File: config.mk
export PLATFORM = sky130hd
export DESIGN_NAME = bpfvm_dispatcher
export DESIGN_NICKNAME = d
export VERILOG_FILES = /design/src/rtl/bpfvm_dispatcher.sv
export SDC_FILE = /design/constraint.sdc
export NUM_CORES = 1
export LEC_CHECK = 0
export ABC_AREA = 0
export BUFFER_PORTS_ARGS = -buffer_cell sky130_fd_sc_hd__buf_2
export CORE_AREA = 2 2 203 205
export DETAILED_ROUTE_END_ITERATION = 6
export DIE_AREA = 0 0 205 207
export PLACE_DENSITY = 0.45
export SYNTH_ARGS = -nofsm -noshare
export SYNTH_HDL_FRONTEND = slang
export SYNTH_SLANG_ARGS = --single-unit
File: constraint.sdc
create_clock -name clk -period 2 [get_ports clk]
set_input_delay 0.2 -clock clk [delete_from_list [all_inputs] [get_ports clk]]
set_output_delay 0.2 -clock clk [all_outputs]
set_load 0.005 [all_outputs]
File: src/rtl/bpfvm_dispatcher.sv
// Round-robin dispatcher sharing one snooper and one forwarder across a bank of bpfvm instances.
// Each side independently locks one VM for a whole packet and counts completed packets.
module bpfvm_dispatcher #(
    parameter int NUM_VMS    = 4,
    parameter int ADDR_WIDTH = 10,
    parameter int CNT_WIDTH  = 32
) (
    input  logic                         clk,
    input  logic                         rst,

    input  logic [ADDR_WIDTH-1:0]        snooper_wr_addr,
    input  logic [31:0]                  snooper_wr_data,
    input  logic                         snooper_wr_en,
    input  logic                         snooper_done,
    output logic                         ready_for_snooper,

    input  logic [ADDR_WIDTH-1:0]        forwarder_rd_addr,
    input  logic                         forwarder_rd_en,
    input  logic                         forwarder_done,
    output logic [63:0]                  forwarder_rd_data,
    output logic                         ready_for_forwarder,

    output logic [ADDR_WIDTH-1:0]        vm_snooper_wr_addr,
    output logic [31:0]                  vm_snooper_wr_data,
    output logic [NUM_VMS-1:0]           vm_snooper_wr_en,
    output logic [NUM_VMS-1:0]           vm_snooper_done,
    input  logic [NUM_VMS-1:0]           vm_ready_for_snooper,
    output logic [ADDR_WIDTH-1:0]        vm_forwarder_rd_addr,
    output logic [NUM_VMS-1:0]           vm_forwarder_rd_en,
    output logic [NUM_VMS-1:0]           vm_forwarder_done,
    input  logic [NUM_VMS*64-1:0]        vm_forwarder_rd_data,
    input  logic [NUM_VMS-1:0]           vm_ready_for_forwarder,

    output logic [$clog2(NUM_VMS)-1:0]   snoop_sel,
    output logic [$clog2(NUM_VMS)-1:0]   fwd_sel,
    output logic [CNT_WIDTH-1:0]         pkts_in,
    output logic [CNT_WIDTH-1:0]         pkts_out
);

    localparam int SEL_W = $clog2(NUM_VMS);

    typedef enum logic {
        ST_IDLE = 1'b0,
        ST_LOCK = 1'b1
    } state_t;

    // First requester after 'last', wrapping; result is unused when req is empty.
    function automatic logic [SEL_W-1:0] rr_pick(input logic [NUM_VMS-1:0] req,
                                                 input logic [SEL_W-1:0]   last);
        logic [SEL_W-1:0] pick;
        logic [SEL_W-1:0] cand;
        logic             found;
        pick  = last;
        found = 1'b0;
        for (int i = 1; i <= NUM_VMS; i++) begin
            cand = SEL_W'((int'(last) + i) % NUM_VMS);
            if (!found && req[cand]) begin
                pick  = cand;
                found = 1'b1;
            end
        end
        return pick;
    endfunction

    state_t               r_snp_state, w_snp_next;
    state_t               r_fwd_state, w_fwd_next;
    logic [SEL_W-1:0]     r_snp_sel, r_snp_last, w_snp_grant;
    logic [SEL_W-1:0]     r_fwd_sel, r_fwd_last, w_fwd_grant;
    logic [CNT_WIDTH-1:0] r_pkts_in, r_pkts_out;
    logic                 w_snp_lock, w_fwd_lock;
    logic [NUM_VMS-1:0]   w_snp_onehot, w_fwd_onehot;
    logic [63:0]          w_vm_rd [NUM_VMS];

    always_ff @(posedge clk or posedge rst) begin
        if (rst) begin
            r_snp_state <= ST_IDLE;
            r_fwd_state <= ST_IDLE;
        end else begin
            r_snp_state <= w_snp_next;
            r_fwd_state <= w_fwd_next;
        end
    end

    always_comb begin
        w_snp_next   = r_snp_state;
        w_fwd_next   = r_fwd_state;
        w_snp_lock   = 1'b0;
        w_fwd_lock   = 1'b0;
        w_snp_grant  = rr_pick(vm_ready_for_snooper, r_snp_last);
        w_fwd_grant  = rr_pick(vm_ready_for_forwarder, r_fwd_last);
        w_snp_onehot = NUM_VMS'(1) << r_snp_sel;
        w_fwd_onehot = NUM_VMS'(1) << r_fwd_sel;
        case (r_snp_state)
            ST_IDLE: if (|vm_ready_for_snooper) w_snp_next = ST_LOCK;
            ST_LOCK: begin
                w_snp_lock = 1'b1;
                if (snooper_done) w_snp_next = ST_IDLE;
            end
            default: w_snp_next = ST_IDLE;
        endcase
        case (r_fwd_state)
            ST_IDLE: if (|vm_ready_for_forwarder) w_fwd_next = ST_LOCK;
            ST_LOCK: begin
                w_fwd_lock = 1'b1;
                if (forwarder_done) w_fwd_next = ST_IDLE;
            end
            default: w_fwd_next = ST_IDLE;
        endcase
    end

    // Pointers start at the last VM so VM0 wins the first arbitration.
    always_ff @(posedge clk or posedge rst) begin
        if (rst) begin
            r_snp_sel  <= '0;
            r_fwd_sel  <= '0;
            r_snp_last <= SEL_W'(NUM_VMS - 1);
            r_fwd_last <= SEL_W'(NUM_VMS - 1);
            r_pkts_in  <= '0;
            r_pkts_out <= '0;
        end else begin
            if (r_snp_state == ST_IDLE && |vm_ready_for_snooper) begin
                r_snp_sel  <= w_snp_grant;
                r_snp_last <= w_snp_grant;
            end
            if (r_fwd_state == ST_IDLE && |vm_ready_for_forwarder) begin
                r_fwd_sel  <= w_fwd_grant;
                r_fwd_last <= w_fwd_grant;
            end
            if (w_snp_lock && snooper_done)   r_pkts_in  <= r_pkts_in + CNT_WIDTH'(1);
            if (w_fwd_lock && forwarder_done) r_pkts_out <= r_pkts_out + CNT_WIDTH'(1);
        end
    end

    for (genvar g = 0; g < NUM_VMS; g++) begin : g_rd_slice
        assign w_vm_rd[g] = vm_forwarder_rd_data[g*64 +: 64];
    end

    // The select is held after release so a read issued in the done cycle still returns the right VM.
    assign forwarder_rd_data    = w_vm_rd[r_fwd_sel];

    assign ready_for_snooper    = w_snp_lock;
    assign ready_for_forwarder  = w_fwd_lock;
    assign vm_snooper_wr_addr   = snooper_wr_addr;
    assign vm_snooper_wr_data   = snooper_wr_data;
    assign vm_forwarder_rd_addr = forwarder_rd_addr;
    assign vm_snooper_wr_en     = (w_snp_lock && snooper_wr_en)   ? w_snp_onehot : '0;
    assign vm_snooper_done      = (w_snp_lock && snooper_done)    ? w_snp_onehot : '0;
    assign vm_forwarder_rd_en   = (w_fwd_lock && forwarder_rd_en) ? w_fwd_onehot : '0;
    assign vm_forwarder_done    = (w_fwd_lock && forwarder_done)  ? w_fwd_onehot : '0;
    assign snoop_sel            = r_snp_sel;
    assign fwd_sel              = r_fwd_sel;
    assign pkts_in              = r_pkts_in;
    assign pkts_out             = r_pkts_out;

endmodule
==> flow_metrics.py <==
metrics = {
    "yosys": {
        "ys_types": 39,
        "yosysTopAreaCell": "dfrtp_1",
        "synth.top_cell.area_share": 0.3135,
        "ys_seq_elements": 74,
        "async_flop_share": 1.000,
        "synth.avg_cell_area_um2": 11.54,
        "synth_edf_count": 0,
        "yosysSeqAreaShare": 0.3324,
        "synth_nets": 808,
        "synth_area_leaders": "dfrtp_1, mux4_2, xnor2_1",
        "synth-main-ff-cell": "dfrtp_1",
        "syn_area_um2": 5587,
        "synth_warnings": 0,
        "syn_inst": 484,
    },
    "global_routing": {
        "track_usage": 0.1774,
        "grt_max_degree": 34,
        "grt_pass1_vias": 5923,
        "grt_pass1_wl_um": 51270,
        "antenna_found_initial": 46,
        "grt_overflow": 0,
    },
    "drt": {
        "drc_errors": 0,
        "initialDrtViolationCount": 419,
        "final_antenna_net_count": 0,
        "dr_total_vias": 6086,
        "drt-total-wl_um": 39310,
        "vias_per_cell": 4.295,
        "wl_met2_um": 17240,
        "wl_met1_um": 14400,
        "routed-wl-met3_um": 6597,
        "first_pass_iters": 5,
        "wl_per_cell_um": 27.74,
        "top_layer": "met5",
    },
    "clock_network": {
        "cts_tree": "yes",
        "clockBufferDepth": 2,
        "clk_latency_ns": 0.34,
        "clkSinkCount": 74,
        "cts-root-buf": "clkbuf_16",
        "ctsHtreeMaxLevel": 3,
        "cts.clk_slew.worst_paths_ns": 0.06,
        "cts_buffers": 9,
    },
    "timing": {
        "finalHoldViolations": 0,
        "worstMarginPinSlew_ns": 0.6179,
        "fin_crit_sh": 0.9915,
        "whs_ns": 0.2657,
        "fin_tns_setup_ns": 0,
        "drv_slew": 0,
        "relSlewSlack": 0.5872,
        "setup_viol_count_final": 0,
        "min_period_ns": 1.983,
        "finClkSkew_ns": 0.01042,
        "timing.fmax_ghz": 0.5043,
        "rsz0062_at_grt": "yes",
    },
    "floorplan": {
        "io_pins": 524,
        "die_h_um": 207,
        "die_x_um": 205,
        "die-area_um2": 42440,
        "core_um2": 40370,
        "start_util": 0.1384,
        "rows": 74,
    },
    "hold_path": {
        "min_path_type": "in2reg",
    },
    "power": {
        "peakVddDrop_uv": 385.9,
        "power_density_nw_per_um2": 921.6,
        "p_leak_uw": 0.004073,
    },
    "finish": {
        "utilization": 0.2115,
        "final_layout_size_suffix_gt1_frac": 0.6349,
        "area_delta_synth_final_pct": 52.86,
        "fin_nets": 1190,
    },
    "critical_path": {
        "crit_type": "reg2out",
        "critPathArrivalTime_ns": 1.78,
        "worstPathMaxFanout": 10,
        "cp.required_ns": 1.80,
        "start_kind": "flop",
        "end_kind": "output port",
    },
    "placement": {
        "portBuffers": 419,
        "gp_congestion": 1.003,
        "hpwl_um": 34540,
    },
    "run": {
        "drv_cap": 0,
    },
    "outcome": {
        "outcome": "completed",
    },
}
-- cells by family (layout without fill, tap and decap cells) --
logic type,after synthesis,count (layout),share of synthesized area
compound gates,30,30,0.04211
mux,66,66,0.2620
xor+xnor,62,62,0.09720
fa+ha+maj,2,2,0.004479
buf+inv,88,475,0.09720
simple gates,162,162,0.1646
other cells,0,14,0
flops,74,74,0.3324
-- cell usage after synthesis (all sizes together), types with 10 or more instances --
master and n:
inv 12, and3 10, nand3 27, nand2b 10, nand2 24, dfrtp 70, xnor2 57, nor2 22
buf 64, mux4 64, nand4 31, clkbuf 12
-- cells in the final DEF (no fill, tap or decap), drive strengths merged, types with 4 or more instances in the layout --
cell,n
nand4,31
dfrtp,70
nand2b,10
mux4,64
and2,6
or2,6
nor2,22
nor4,5
diode,14
xnor2,57
xor2,5
nand3,27
nor3,8
clkbuf,10
nand2,24
a21o,8
o31ai,4
a21oi,4
or3b,4
and3,10
buf,445
and4,5
dfstp,4
inv,13
-- area by class of cell --
cell class	instances	area (um2)
antenna	14	35.03
sequential	74	1864
clock inverter	7	77.57
tap	532	665.6
timing repair buffer	447	2412
clock buffer	9	225.2
multi-input combinational	322	3211
fill	4515	31830
inverter	12	48.80
-- per-layer routing --
metal / global-route usage / vias up
met5: 0.02074 / -
met4: 0.03151 / 20
met3: 0.1323 / 86
met2: 0.2719 / 450
met1: 0.1969 / 2984
li1: - / 2546
-- metrics by stage --
step / setup slack, ns / power (uW) / area, um2 / cells
after floorplan: 0.4372 / 4268 / 5590 / 484
after global placement: 0.08220 / 6032 / 8078 / 1381
after detailed placement: 0.1480 / 6070 / 8078 / 1381
after CTS: -0.06432 / 7839 / 8426 / 1400
after global routing: -0.04665 / 8385 / 8527 / 1412
final: 0.01698 / 7870 / 8539 / 1417
-- registers in the layout, summed over array words and instances (netlist names) --
register	flops
pkts_in	32
pkts_out	32
r_snp_last	2
r_snp_state	1
snoop_sel	2
r_fwd_state	1
r_fwd_last	2
fwd_sel	2
-- worst paths after layout --
path	slack [ns]	startpoint	end	depth (start not counted)
worst min register to register	0.47	pkts_in[31]$_DFFE_PP0P_	pkts_in[31]$_DFFE_PP0P_	1
min in group asynchronous	0.50	rst	pkts_in[0]$_DFFE_PP0P_	3
worst min-delay path	0.27	vm_ready_for_snooper[0]	r_snp_last[0]$_DFFE_PP1P_	4
max in group asynchronous	0.95	rst	pkts_out[11]$_DFFE_PP0P_	4
worst max register to register	0.34	pkts_in[18]$_DFFE_PP0P_	pkts_in[31]$_DFFE_PP0P_	4
worst max-delay path	0.02	fwd_sel[0]$_DFFE_PP0P_	forwarder_rd_data[55]	4
-- power by group --
group / switching (uW) / internal [uW] / leakage, uW / total (uW)
Sequential: 381 / 1730 / 0.000978 / 2110
Combinational: 1790 / 2290 / 0.00295 / 4080
Clock: 699 / 978 / 0.000146 / 1680
Total: 2870 / 5000 / 0.00407 / 7870
-- what timing repair did --
action / in CTS / in global routing
endpoints found under the hold margin: 18 / 0
hold buffers: 1 / 0
setup buffers: 2 / 2
endpoints found under the setup margin: 64 / 54
gates resized for setup: 5 / 6
cloned: 0 / 1
-- critical path, cell delays in order (launching register included) --
cell	delay, ns
dfrtp_4	0.43
buf_12	0.13
buf_6	0.18
mux4_2	0.56
buf_2	0.16
Note: power is estimated with default switching activity, not from simulation.
